<file path="config.mk">
export PLATFORM = sky130hd
export DESIGN_NAME = stream_packet_arbiter_flat
export DESIGN_NICKNAME = d
export VERILOG_FILES = /design/src/rtl/stream_pkg.sv /design/src/rtl/stream_packet_arbiter_if.sv /design/src/rtl/stream_packet_arbiter_rr_picker.sv /design/src/rtl/stream_packet_arbiter.sv /design/src/flat_wrapper.sv
export SDC_FILE = /design/constraint.sdc
export NUM_CORES = 1
export LEC_CHECK = 0
export BUFFER_PORTS_ARGS = -buffer_cell sky130_fd_sc_hd__buf_2
export CORE_MARGIN = 2
export CORE_UTILIZATION = 47
export CTS_BUF_LIST = sky130_fd_sc_hd__clkbuf_16
export DETAILED_ROUTE_END_ITERATION = 10
export GPL_ROUTABILITY_DRIVEN = 0
export PLACE_DENSITY = 0.85
export SETUP_SLACK_MARGIN = 0.2
export SKIP_CTS_REPAIR_TIMING = 1
export SLEW_MARGIN = 40
export SYNTH_ARGS = -nofsm -noshare
export SYNTH_HDL_FRONTEND = slang
export SYNTH_SLANG_ARGS = --single-unit
</file>
<file path="constraint.sdc">
create_clock -name clk -period 1.85 [get_ports clk]
set_clock_uncertainty 0.2 [all_clocks]
set_input_delay 0.4625 -clock clk [delete_from_list [all_inputs] [get_ports clk]]
set_output_delay 0.4625 -clock clk [all_outputs]
set_load 0.01 [all_outputs]
</file>
<file path="src/rtl/stream_pkg.sv">
// Shared stream arbitration types and the round-robin selection helper.
package stream_pkg;

  typedef enum logic {ARB_IDLE, ARB_BUSY} arb_state_t;

  localparam int unsigned MaxSrc  = 32;
  localparam int unsigned MaxIdxW = 5;

  // First set bit of req scanning upward from last+1, wrapping mod n; returns last if req is empty.
  function automatic logic [MaxIdxW-1:0] rr_next(input logic [MaxSrc-1:0] req,
                                                 input logic [MaxIdxW-1:0] last,
                                                 input int unsigned n);
    logic [MaxIdxW-1:0] pick;
    logic               found;
    int                 idx;
    pick  = last;
    found = 1'b0;
    for (int i = 1; i <= int'(MaxSrc); i++) begin
      idx = (int'(last) + i) % int'(n);
      if (i <= int'(n) && !found && req[idx[MaxIdxW-1:0]]) begin
        pick  = idx[MaxIdxW-1:0];
        found = 1'b1;
      end
    end
    return pick;
  endfunction

endpackage

</file>
<file path="src/rtl/stream_packet_arbiter_if.sv">
// Handshake bundle between N narrow requesters, the arbiter and the downstream upsizer port.
interface stream_packet_arbiter_if #(
  parameter int unsigned T_DATA_WIDTH = 1,
  parameter int unsigned N_SRC        = 4
);
  localparam int unsigned ID_WIDTH = $clog2(N_SRC);

  logic [N_SRC-1:0]                   src_en_i;
  logic [N_SRC-1:0][T_DATA_WIDTH-1:0] s_data_i;
  logic [N_SRC-1:0]                   s_last_i;
  logic [N_SRC-1:0]                   s_valid_i;
  logic [N_SRC-1:0]                   s_ready_o;
  logic [T_DATA_WIDTH-1:0]            m_data_o;
  logic                               m_last_o;
  logic                               m_valid_o;
  logic                               m_ready_i;
  logic [ID_WIDTH-1:0]                m_id_o;
  logic                               busy_o;

  modport slave (
    input  src_en_i, s_data_i, s_last_i, s_valid_i, m_ready_i,
    output s_ready_o, m_data_o, m_last_o, m_valid_o, m_id_o, busy_o
  );

  modport master (
    output src_en_i, s_data_i, s_last_i, s_valid_i, m_ready_i,
    input  s_ready_o, m_data_o, m_last_o, m_valid_o, m_id_o, busy_o
  );

endinterface

</file>
<file path="src/rtl/stream_packet_arbiter_rr_picker.sv">
// Combinational round-robin picker: lowest-index request above last_i wins, with wrap.
module rr_picker
  import stream_pkg::*;
#(
  parameter  int unsigned N   = 4,
  localparam int unsigned IdW = $clog2(N)
) (
  input  logic [N-1:0]   req_i,
  input  logic [IdW-1:0] last_i,
  output logic [N-1:0]   gnt_onehot_o,
  output logic [IdW-1:0] gnt_idx_o,
  output logic           any_o
);

  logic [MaxIdxW-1:0] pick;

  assign pick         = rr_next(MaxSrc'(req_i), MaxIdxW'(last_i), N);
  assign gnt_idx_o    = pick[IdW-1:0];
  assign any_o        = |req_i;
  assign gnt_onehot_o = any_o ? (N'(1) << gnt_idx_o) : '0;

endmodule

</file>
<file path="src/rtl/stream_packet_arbiter.sv">
// Packet-granular round-robin arbiter feeding one registered stream stage into a shared upsizer.
module stream_packet_arbiter
  import stream_pkg::*;
#(
  parameter int unsigned T_DATA_WIDTH = 1,
  parameter int unsigned N_SRC        = 4
) (
  input logic                    clk,
  input logic                    rst_n,
  stream_packet_arbiter_if.slave bus
);

  localparam int unsigned ID_WIDTH = $clog2(N_SRC);

  arb_state_t              state_q, state_d;
  logic [ID_WIDTH-1:0]     grant_q, grant_d;
  logic [N_SRC-1:0]        grant_oh_q, grant_oh_d;
  logic [ID_WIDTH-1:0]     last_grant_q, last_grant_d;
  logic                    m_valid_q, m_valid_d;
  logic                    m_last_q, m_last_d;
  logic [T_DATA_WIDTH-1:0] m_data_q, m_data_d;
  logic [ID_WIDTH-1:0]     m_id_q, m_id_d;

  logic [N_SRC-1:0]        req;
  logic [N_SRC-1:0]        pick_oh;
  logic [ID_WIDTH-1:0]     pick_idx;
  logic                    pick_any;
  logic [N_SRC-1:0]        ready;
  logic                    out_free;
  logic                    accept;

  assign req = bus.s_valid_i & bus.src_en_i;

  rr_picker #(
    .N (N_SRC)
  ) u_picker (
    .req_i        (req),
    .last_i       (last_grant_q),
    .gnt_onehot_o (pick_oh),
    .gnt_idx_o    (pick_idx),
    .any_o        (pick_any)
  );

  always_comb begin
    state_d      = state_q;
    grant_d      = grant_q;
    grant_oh_d   = grant_oh_q;
    last_grant_d = last_grant_q;
    m_valid_d    = m_valid_q;
    m_last_d     = m_last_q;
    m_data_d     = m_data_q;
    m_id_d       = m_id_q;
    ready        = '0;
    accept       = 1'b0;
    out_free     = !m_valid_q || bus.m_ready_i;

    unique case (state_q)
      ARB_IDLE: begin
        // Arbitration cycle: no beat is taken while the new grant is registered.
        if (pick_any) begin
          grant_d    = pick_idx;
          grant_oh_d = pick_oh;
          state_d    = ARB_BUSY;
        end
      end
      ARB_BUSY: begin
        ready  = out_free ? grant_oh_q : '0;
        accept = |(bus.s_valid_i & ready);
        if (accept && bus.s_last_i[grant_q]) begin
          last_grant_d = grant_q;
          state_d      = ARB_IDLE;
        end
      end
      default: state_d = ARB_IDLE;
    endcase

    if (accept) begin
      m_valid_d = 1'b1;
      m_data_d  = bus.s_data_i[grant_q];
      m_last_d  = bus.s_last_i[grant_q];
      m_id_d    = grant_q;
    end else if (bus.m_ready_i) begin
      m_valid_d = 1'b0;
    end
  end

  always_ff @(posedge clk or negedge rst_n) begin
    if (!rst_n) begin
      state_q      <= ARB_IDLE;
      grant_q      <= '0;
      grant_oh_q   <= '0;
      last_grant_q <= ID_WIDTH'(N_SRC - 1);
      m_valid_q    <= 1'b0;
      m_last_q     <= 1'b0;
      m_data_q     <= '0;
      m_id_q       <= '0;
    end else begin
      state_q      <= state_d;
      grant_q      <= grant_d;
      grant_oh_q   <= grant_oh_d;
      last_grant_q <= last_grant_d;
      m_valid_q    <= m_valid_d;
      m_last_q     <= m_last_d;
      m_data_q     <= m_data_d;
      m_id_q       <= m_id_d;
    end
  end

  assign bus.s_ready_o = ready;
  assign bus.m_valid_o = m_valid_q;
  assign bus.m_last_o  = m_last_q;
  assign bus.m_data_o  = m_data_q;
  assign bus.m_id_o    = m_id_q;
  assign bus.busy_o    = (state_q == ARB_BUSY);

endmodule

</file>
<file path="src/flat_wrapper.sv">
// flat-port wrapper written by rule: the top's interface ports become plain ports
module stream_packet_arbiter_flat import stream_pkg::*;
#(
  parameter int unsigned T_DATA_WIDTH = 1,
  parameter int unsigned N_SRC        = 4
)
  (clk, rst_n, bus_src_en_i, bus_s_data_i, bus_s_last_i, bus_s_valid_i, bus_m_ready_i, bus_s_ready_o, bus_m_data_o, bus_m_last_o, bus_m_valid_o, bus_m_id_o, bus_busy_o);
  stream_packet_arbiter_if #(.T_DATA_WIDTH(T_DATA_WIDTH), .N_SRC(N_SRC)) bus_i ();
  input logic clk;
  input logic rst_n;
  input wire logic [$bits(bus_i.src_en_i)-1:0] bus_src_en_i;
  input wire logic [$bits(bus_i.s_data_i)-1:0] bus_s_data_i;
  input wire logic [$bits(bus_i.s_last_i)-1:0] bus_s_last_i;
  input wire logic [$bits(bus_i.s_valid_i)-1:0] bus_s_valid_i;
  input wire logic [$bits(bus_i.m_ready_i)-1:0] bus_m_ready_i;
  output wire logic [$bits(bus_i.s_ready_o)-1:0] bus_s_ready_o;
  output wire logic [$bits(bus_i.m_data_o)-1:0] bus_m_data_o;
  output wire logic [$bits(bus_i.m_last_o)-1:0] bus_m_last_o;
  output wire logic [$bits(bus_i.m_valid_o)-1:0] bus_m_valid_o;
  output wire logic [$bits(bus_i.m_id_o)-1:0] bus_m_id_o;
  output wire logic [$bits(bus_i.busy_o)-1:0] bus_busy_o;
  assign bus_i.src_en_i = bus_src_en_i;
  assign bus_i.s_data_i = bus_s_data_i;
  assign bus_i.s_last_i = bus_s_last_i;
  assign bus_i.s_valid_i = bus_s_valid_i;
  assign bus_i.m_ready_i = bus_m_ready_i;
  assign bus_s_ready_o = bus_i.s_ready_o;
  assign bus_m_data_o = bus_i.m_data_o;
  assign bus_m_last_o = bus_i.m_last_o;
  assign bus_m_valid_o = bus_i.m_valid_o;
  assign bus_m_id_o = bus_i.m_id_o;
  assign bus_busy_o = bus_i.busy_o;
  stream_packet_arbiter #(.T_DATA_WIDTH(T_DATA_WIDTH), .N_SRC(N_SRC)) u_core (.clk(clk), .rst_n(rst_n), .bus(bus_i));
endmodule
</file>
==> results.toml <==
[status]
status = "finished clean"

[floorplanning]
fp.coreArea_um2 = 1541
fp.dieH_um = 44.95
boundaryPins = 29
start_util_pct = 51.14
dieArea_um2 = 2021
rows = 14
die_x_um = 44.95

[global_route]
grt_pass1_vias = 711
grt_use_met1_pct = 27.13
grt_usage_pct = 21.14
grt_pass1_wl_um = 3070
grt-ovfl-total = 0
grt_start_max_net_pins = 15
use_met2_pct = 32.86
met3_usage_pct = 8.000
antenna_found_initial = 0
grt_busiest_layer = "met2"

[cells_and_area]
final_area_um2 = 1209
nNetsFinal = 135
antenna_cells = 0
instances_no_fill = 131
area_growth_pct = 53.33
drive_above_1_share_pct = 58.26

[critical_path]
r2r_start = "u_core.grant_q[0]"
r2r_cells = 4
path_class = "flip-flop to primary output"
crit_chain = "nand2b_4, and3_1, buf_2"
cp_data_arrival_time_ns = 1.07
critPathRequiredTime_ns = 1.19
slowest_stage = "dfrtp_1"
crit_family = "flip-flops"
cp.buffers_inverters = 1
r2r_setup_slack_ns = 0.13
critPathCaptureType = "primary output"
cp-start-kind = "flip-flop"
slowest_delay_ns = 0.40
reg2reg_to = "u_core.last_grant_q[0]"
worst-path-stages = 3
crit_path_max_fanout = 6

[routing]
drt_iter0_drc = 18
wirelength_um = 2223
vias = 793
drtPass1Iterations = 4
drt.antenna.violating_nets = 0
route.detailed.drc = 0
drt-wirelength-per-cell_um = 16.97
viasPerCell = 6.053

[job]
maxCapViolCount = 0

[clock_tree]
cts_htree_levels = 1
cts_made_buffers = 3
root_buffer = "clkbuf_16"
clk_pin_slew_worst_paths_ns = 0.05
cts_tree = "built"
clock_latency_ns = 0.24
cts.sinks = 14
cts_buffer_depth = 2

[synth]
yosys_warnings = 0
syn-cell-area_um2 = 788.3
ys_types = 28
synth_common_cells = "nand2_1, dfrtp_1, a22o_1, and3_1, o31ai_1"
syn-num-nets = 90
netlist.area_leader.share_pct = 38.10
synth_area_leader_cell = "dfrtp_1"
syn_inst = 71
synth_edf_count = 0
synth_area_leaders = "dfrtp_1, dfstp_2, nand2_1, a22o_1, o31ai_1"
avgSynthCellArea_um2 = 11.10
yosysSeqAreaShare_pct = 44.76
async_flop_share_pct = 100.0
ys.flop_type = "dfrtp_1"
yosysMostFrequentCell = "nand2_1"
ys_ff_latch = 14

[place]
hpwl_um = 1427
place_inst = 121
place_area_um2 = 996.0
port_buffers = 28
pre_cts_slack_ns = -0.08353

[sta]
fin_crit_sh_pct = 93.54
worst_pin_slew_ns = 0.3261
timing.hold.ws_ns = 0.2855
timing.fmax_ghz = 0.5779
rsz0062_at_grt = "true"
finalMaxSlewViolations = 0
setup_slack_ns = 0.1196
timing.slew.headroom_pct = 77.64
hold_viol = 0
fin_crit_ns = 1.730
setup_violations = 0

[min_path]
hold_class = "flip-flop to flip-flop"
holdPathStages = 2
hold-path-endpoint = "u_core.bus.m_last_o"
hold_start = "u_core.bus.m_last_o"

[pwr]
vdd_ir_drop_max_uv = 1322
power.leakage_uw = 0.0006086
p_per_area_nw_per_um2 = 1568
## power by group
part | switching (uW) | internal [uW] | total, uW
sequential | 148 | 454 | 602
clock | 117 | 285 | 402
combinational | 394 | 497 | 891
total | 658 | 1240 | 1890
## layer usage
layer  wire length [um]  up-vias
met4                  7        0
met1                961      397
met3                115        4
met5                  0        -
li1                   -      366
met2               1138       26
## worst reg2reg max path, cell delays in order (launching register included)
cell and delay, ns:
dfrtp_1 0.43, mux2i_1 0.20, mux2_4 0.28, or2_4 0.24, mux2_4 0.29
## per-stage QoR
step                setup TNS, ns  utilization [%]  total power [uW]
global route                    0            78.41              2003
global placement         -0.06250            64.61              1236
CTS                             0            69.72              1674
finish                          0            78.41              1895
detailed placement        -0.3245            64.61              1263
floorplan                       0                -              1030
## cells by family (layout without fill, tap and decap cells)
| kind of cell | after synthesis | after routing | synth area share [%] |
|---|---|---|---|
| compound gates | 24 | 24 | 24.60 |
| simple gates | 22 | 22 | 14.13 |
| mux | 8 | 8 | 13.97 |
| buf+inv | 3 | 47 | 2.539 |
| flops | 14 | 14 | 44.76 |
## worst max-delay path by stage
stage | start | end | slack, ns
global placement | bus_s_valid_i[2] | u_core.last_grant_q[0] | -0.04
global route | u_core.bus.m_valid_o | bus_s_ready_o[2] | 0.06
finish | u_core.bus.m_valid_o | bus_s_ready_o[2] | 0.12
CTS | u_core.grant_oh_q[2] | u_core.last_grant_q[0] | 0.05
detailed placement | bus_s_valid_i[0] | u_core.last_grant_q[0] | -0.08
floorplan | bus_s_valid_i[2] | u_core.last_grant_q[0] | 0.13
## cells in the final DEF, fill, tap and decap left out, types with 3 or more instances in the layout
master / n
buf_2: 27
nand2_1: 13
buf_4: 12
dfrtp_1: 11
a22o_1: 5
and3_1: 3
o31ai_2: 3
mux2_2: 3
clkbuf_16: 3
buf_6: 3
## state kept, by name, summed over array words and instances, names as in the netlist
name,count
u_core.bus.m_id_o,2
u_core.last_grant_q,2
u_core.bus.m_last_o,1
u_core.bus.busy_o,1
u_core.grant_oh_q,4
u_core.bus.m_valid_o,1
u_core.bus.m_data_o,1
u_core.grant_q,2
## final cells by class
class | count | area (um2)
flip-flops and latches | 14 | 354.1
well taps | 16 | 20.02
repair buffers | 43 | 269.0
clock inverters | 1 | 3.754
multi-input cells | 54 | 486.7
fillers | 97 | 332.8
clock buffers | 3 | 75.07
No activity file was read; power rests on OpenSTA's default activity.
